$ cat src/rtl/board_fetch_sched.sv
// rtl/board_fetch_sched.sv - board RAM arbiter with hblank row prefetch and per-pixel cell lookup
module board_fetch_sched #(
    parameter int SIZE     = 52,
    parameter int H_ACTIVE = 640,
    parameter int V_TOTAL  = 525
) (
    input  logic        clk,
    input  logic        rst,
    input  logic [9:0]  h_cnt,
    input  logic [9:0]  v_cnt,
    input  logic        wr_req,
    input  logic [6:0]  wr_idx,
    input  logic [3:0]  wr_val,
    output logic        wr_ack,
    output logic [6:0]  ram_addr,
    output logic        ram_we,
    output logic [3:0]  ram_wdata,
    input  logic [3:0]  ram_rdata,
    output logic        cell_hit,
    output logic [3:0]  cell_digit,
    output logic [11:0] num_addr
);

    typedef enum logic [1:0] {IDLE, FETCH, DRAIN, WRITE} state_t;

    function automatic logic [9:0] cell_pos(input logic [3:0] i);
        case (i)
            4'd0:    cell_pos = 10'd0;
            4'd1:    cell_pos = 10'd53;
            4'd2:    cell_pos = 10'd106;
            4'd3:    cell_pos = 10'd161;
            4'd4:    cell_pos = 10'd214;
            4'd5:    cell_pos = 10'd267;
            4'd6:    cell_pos = 10'd322;
            4'd7:    cell_pos = 10'd375;
            default: cell_pos = 10'd428;
        endcase
    endfunction

    // Returns {hit, index}; gaps between cells and anything past the board miss.
    function automatic logic [4:0] lookup(input logic [9:0] p);
        lookup = '0;
        for (int i = 0; i < 9; i++) begin
            if (p >= cell_pos(4'(i)) && p < cell_pos(4'(i)) + 10'(SIZE))
                lookup = {1'b1, 4'(i)};
        end
    endfunction

    state_t      state, state_nx;
    logic [9:0]  h_prev;
    logic [3:0]  k;
    logic [3:0]  fetch_row;
    logic        fetch_pend;
    logic [3:0]  shadow [9];
    logic        shadow_valid;
    logic [3:0]  shadow_row;
    logic [3:0]  active [9];
    logic        act_valid;
    logic [3:0]  act_row;

    logic        trig, swap;
    logic [9:0]  next_y;
    logic        ny_ok;
    logic [3:0]  ny_row;
    logic        hc_ok, vr_ok;
    logic [3:0]  hc_col, vr_row;
    logic        pix_hit;
    logic [11:0] dy, dx;

    assign trig   = (h_cnt == 10'(H_ACTIVE)) && (h_prev != 10'(H_ACTIVE));
    assign swap   = (h_cnt == 10'd0) && (h_prev != 10'd0);
    assign next_y = (v_cnt == 10'(V_TOTAL - 1)) ? 10'd0 : v_cnt + 10'd1;
    assign {ny_ok, ny_row} = lookup(next_y);
    assign {hc_ok, hc_col} = lookup(h_cnt);
    assign {vr_ok, vr_row} = lookup(v_cnt);
    assign pix_hit = act_valid && hc_ok && vr_ok && (vr_row == act_row);
    assign dy      = 12'(v_cnt - cell_pos(vr_row));
    assign dx      = 12'(h_cnt - cell_pos(hc_col));

    always_comb begin
        state_nx  = state;
        ram_addr  = '0;
        ram_we    = 1'b0;
        ram_wdata = '0;
        wr_ack    = 1'b0;
        case (state)
            IDLE: begin
                if ((trig && ny_ok) || fetch_pend) state_nx = FETCH;
                else if (wr_req)                   state_nx = WRITE;
            end
            FETCH: begin
                ram_addr = 7'(fetch_row) * 7'd9 + 7'(k);
                if (k == 4'd8) state_nx = DRAIN;
            end
            DRAIN: state_nx = IDLE;
            WRITE: begin
                ram_addr  = wr_idx;
                ram_wdata = wr_val;
                ram_we    = (wr_idx < 7'd81);
                wr_ack    = 1'b1;
                state_nx  = IDLE;
            end
            default: state_nx = IDLE;
        endcase
    end

    // h_prev tracks through reset so a held h_cnt does not retrigger afterwards.
    always_ff @(posedge clk) h_prev <= h_cnt;

    always_ff @(posedge clk) begin
        if (rst) begin
            state        <= IDLE;
            k            <= '0;
            fetch_row    <= '0;
            fetch_pend   <= 1'b0;
            shadow_valid <= 1'b0;
            shadow_row   <= '0;
            act_valid    <= 1'b0;
            act_row      <= '0;
            cell_hit     <= 1'b0;
            cell_digit   <= '0;
            num_addr     <= '0;
            for (int i = 0; i < 9; i++) begin
                shadow[i] <= '0;
                active[i] <= '0;
            end
        end else begin
            state <= state_nx;
            if (trig) begin
                shadow_valid <= 1'b0;
                if (ny_ok) begin
                    fetch_row <= ny_row;
                    if (state != IDLE) fetch_pend <= 1'b1;
                end
            end
            if (state == IDLE && state_nx == FETCH) begin
                k          <= '0;
                fetch_pend <= 1'b0;
            end
            if (state == FETCH) begin
                k <= k + 4'd1;
                if (k != 4'd0) shadow[k - 4'd1] <= ram_rdata;
            end
            if (state == DRAIN) begin
                shadow[8]    <= ram_rdata;
                shadow_valid <= 1'b1;
                shadow_row   <= fetch_row;
            end
            if (swap) begin
                for (int i = 0; i < 9; i++) active[i] <= shadow[i];
                act_valid <= shadow_valid;
                act_row   <= shadow_row;
            end
            cell_hit   <= pix_hit;
            cell_digit <= pix_hit ? active[hc_col] : 4'd0;
            num_addr   <= pix_hit ? dy * 12'(SIZE) + dx : 12'd0;
        end
    end

endmodule

$ cat config.mk
export PLATFORM = sky130hd
export DESIGN_NAME = board_fetch_sched
export DESIGN_NICKNAME = d
export VERILOG_FILES = /design/src/rtl/board_fetch_sched.sv
export SDC_FILE = /design/constraint.sdc
export NUM_CORES = 1
export LEC_CHECK = 0
export ABC_CLOCK_PERIOD_IN_PS = 12400
export BUFFER_PORTS_ARGS = -buffer_cell sky130_fd_sc_hd__buf_2
export CAP_MARGIN = 30
export CORE_UTILIZATION = 40
export DETAILED_ROUTE_END_ITERATION = 10
export GPL_ROUTABILITY_DRIVEN = 0
export GPL_TIMING_DRIVEN = 0
export PLACE_DENSITY = 0.67
export SLEW_MARGIN = 20
export SYNTH_ARGS = -nofsm -noshare
export SYNTH_HDL_FRONTEND = slang
export SYNTH_SLANG_ARGS = --single-unit
$ cat constraint.sdc
create_clock -name clk -period 12.4 [get_ports clk]
set_clock_uncertainty 0.2 [all_clocks]
set_input_delay 1.86 -clock clk [delete_from_list [all_inputs] [get_ports clk]]
set_output_delay 1.86 -clock clk [all_outputs]
set_load 0.005 [all_outputs]
==> metrics.txt <==
Synth Area in Simple Gates=between 20% and 30%; CTS Buf Count=17; Max Fclk=around 110 MHz; vias in the first global route=6835; die width=between 150 and 200 um; Final Hold Violating Endpoints=0; Vias=about 7300; Reg area=between 3000 and 4000 um^2; Hold Crit Class=reg2reg; fillcell total=1959; WHS=approximately 0.27 ns; #FFs+latches synth=120; CP dominant cell by count=ha_1; ANT nets after route=0; final core occ=47.4%; CP arrival=9.15 ns; unrepaired setup endpoints after global routing=false; slowest CP cell=fa_1; syn nets=roughly 1100; most frequent cells in the layout=nor2_1 (79), edfxtp_1 (72), ha_1 (70); drc violations=0; Final Net Count=1166; largest net degree at the start of global routing=37; CP max stage delay=0.49 ns; number of synthesized flops with an enable pin=72; Top delay family on crit path=adder cells; clk root buf=clkbuf_16; gr ovfl total=0; minimum clock period=9.05 ns; cell area after synthesis=8790 um^2; Slew Limit Fails=0; number of port buffers=65; die area=22600 um^2; MaxCap Viol Count=0; initial antenna violation count=0; CP required=12.50 ns; internal power=0.00124 W; Hold Buf Count CTS=0; core box area=21300 um^2; Mean Syn Cell Area=approximately 9.1 um^2; Least-Margin Pin Slew=0.942 ns; Leak=about 4.2 nW; CP Buf/Inv Count=7; largest family of logic cells by synthesized area=simple AND/OR/NAND/NOR gates; H-tree depth=4; I/O pin total=68; Post-Synthesis Cells=between 900 and 1000; critical path type=in2reg; DRT iter0 DRCs=699; Synth Warn #=0; Routed WL=20.4 mm; first-pass detailed-route iteration total=5; n_diodes=0; sequential area share after synthesis=between 30% and 40%; clock slew at reported path FFs=0.06 ns; WL/cell=15.2 um; compound-gate portion of the synthesized area=17.6%; Worst setup EP type=flip-flop; switching power=0.000686 W; mux cell area share after synthesis=between 4 and 5%; Peak supply drop=0.155 mV; combinational fraction of design power=50.5%; crit path max fanout=10; Vias/cell=5.49; Layout Cells excl Fill=1336; footprint of the multi-input gates=5230 um^2; initial core utilization=41.3%; Post-CTS Resized=0; fraction of registers with async set/reset=0%; Final setup viols=0; status=finished clean; Sum Neg Setup Slack=0 ns; commonest non-fill, non-tap cell in the layout=nor2_1; clock share of power=26.8%; Post-CTS Setup Inserts=0; site row count=53; layout cells sized above 1=11.8%; sequential power share=22.7%; first-pass GRT wire length=33.5 mm; pwr dens=about 190 nW/um^2; GRT Util Overall=18.6%; synthesis-to-finish area growth=14.8%; Worst Setup Start Kind=input pin; Adder-Cell Fraction of Synth Area=12.2%; clock latency on the worst-skew pair=between 0.4 and 0.5 ns; HPWL after DPL=~15 mm; Sw Ratio=35.6%; Slew HR=37.1%; ys flop type=edfxtp_1; die height=150 um; clock sink total=120; # placed instances=about 1300; library cells used by synthesis=81; xor and xnor area share after synthesis=5.14%; deepest clock path buffer count=2; CTS tree=yes; Final Cycle Share=72.9%
==> layout make-up <==
cell class / instances / share of cell area (%)
well taps: 275 / 3.41
repair buffers: 65 / 3.22
plain buffers: 54 / 2.13
clock buffers: 22 / 4.81
inverters: 62 / 2.30
clock inverters: 10 / 1.38
multi-input cells: 728 / 51.8
flip-flops and latches: 120 / 30.9
==> cell families (layout without fill, tap and decap cells) <==
logic type                 Yosys count  after routing
buffers and inverters              116            213
and+or+nand+nor                    340            340
xor gates and xnor gates            50             50
DFF                                120            120
adders and majority gates           80             80
AOI/OAI and AO/OA                  222            222
muxes                               36             36
==> power groups by stage <==
stage | clock network [W] | registers, W | logic [W]
6_report | 0.000516 | 0.000438 | 0.000975
5_1_grt | 0.000540 | 0.000439 | 0.00111
4_1_cts | 0.000520 | 0.000438 | 0.000990
3_5_place_dp | 0 | 0.000446 | 0.000980
3_3_place_gp | 0 | 0.000446 | 0.000966
2_1_floorplan | 0 | 0.000444 | 0.000818
==> registers in the layout (all words and copies together), names as in the netlist <==
signal        cells
h_prev           10
shadow_valid      1
num_addr         12
shadow           36
cell_digit        4
fetch_pend        1
k                 4
state             2
fetch_row         4
act_row           4
active           36
act_valid         1
shadow_row        4
cell_hit          1
==> worst min-delay path: cells and delay by family, from the launching register on <==
kind | cells | cell delay, ns
AO/OA/AOI/OAI | 1 | 0.06
flip-flops | 1 | 0.31
AND/OR/NAND/NOR | 1 | 0.06
==> stage by stage <==
step / worst slack (ns) / instance area [um^2] / power (W)
2_1_floorplan: 4.09 / 8790 / 0.00126
6_report: 3.35 / 10100 / 0.00193
4_1_cts: 3.37 / 10100 / 0.00195
5_1_grt: 2.86 / 10100 / 0.00209
3_3_place_gp: 3.04 / 9460 / 0.00141
3_5_place_dp: 2.97 / 9470 / 0.00143
==> final timing paths <==
path | from | end | slack, ns | depth (start not counted)
max | v_cnt[1] | num_addr[11]$_SDFF_PP0_ | 3.35 | 31
min | shadow_row[2]$_SDFFE_PP0P_ | shadow_row[2]$_SDFFE_PP0P_ | 0.27 | 2
max reg2reg | k[0]$_SDFFE_PP0P_ | shadow[2][1]$_SDFFCE_PN0P_ | 9.52 | 5
min reg2reg | shadow_row[2]$_SDFFE_PP0P_ | shadow_row[2]$_SDFFE_PP0P_ | 0.27 | 2
==> layer usage <==
metal	part of all wire [%]	global-route usage, %	wire (um)
met1	47	25.2	9550
met3	5.1	3.52	1030
met2	47	30.3	9610
met5	0	0	0
met4	0.86	4.85	176
==> Yosys cell counts (18+ instances only) <==
library cell / number / area (um^2)
a21o_1: 22 / 165
o21ai_0: 41 / 205
and2_1: 51 / 319
xor2_1: 18 / 158
edfxtp_1: 72 / 2160
nand2_1: 55 / 206
ha_1: 70 / 876
a21oi_1: 59 / 295
xnor2_1: 31 / 272
nor3_1: 47 / 235
inv_1: 58 / 218
mux2i_1: 30 / 300
dfxtp_1: 48 / 961
clkbuf_1: 44 / 165
nor2_1: 79 / 297
No activity file was read; power rests on OpenSTA's default activity.
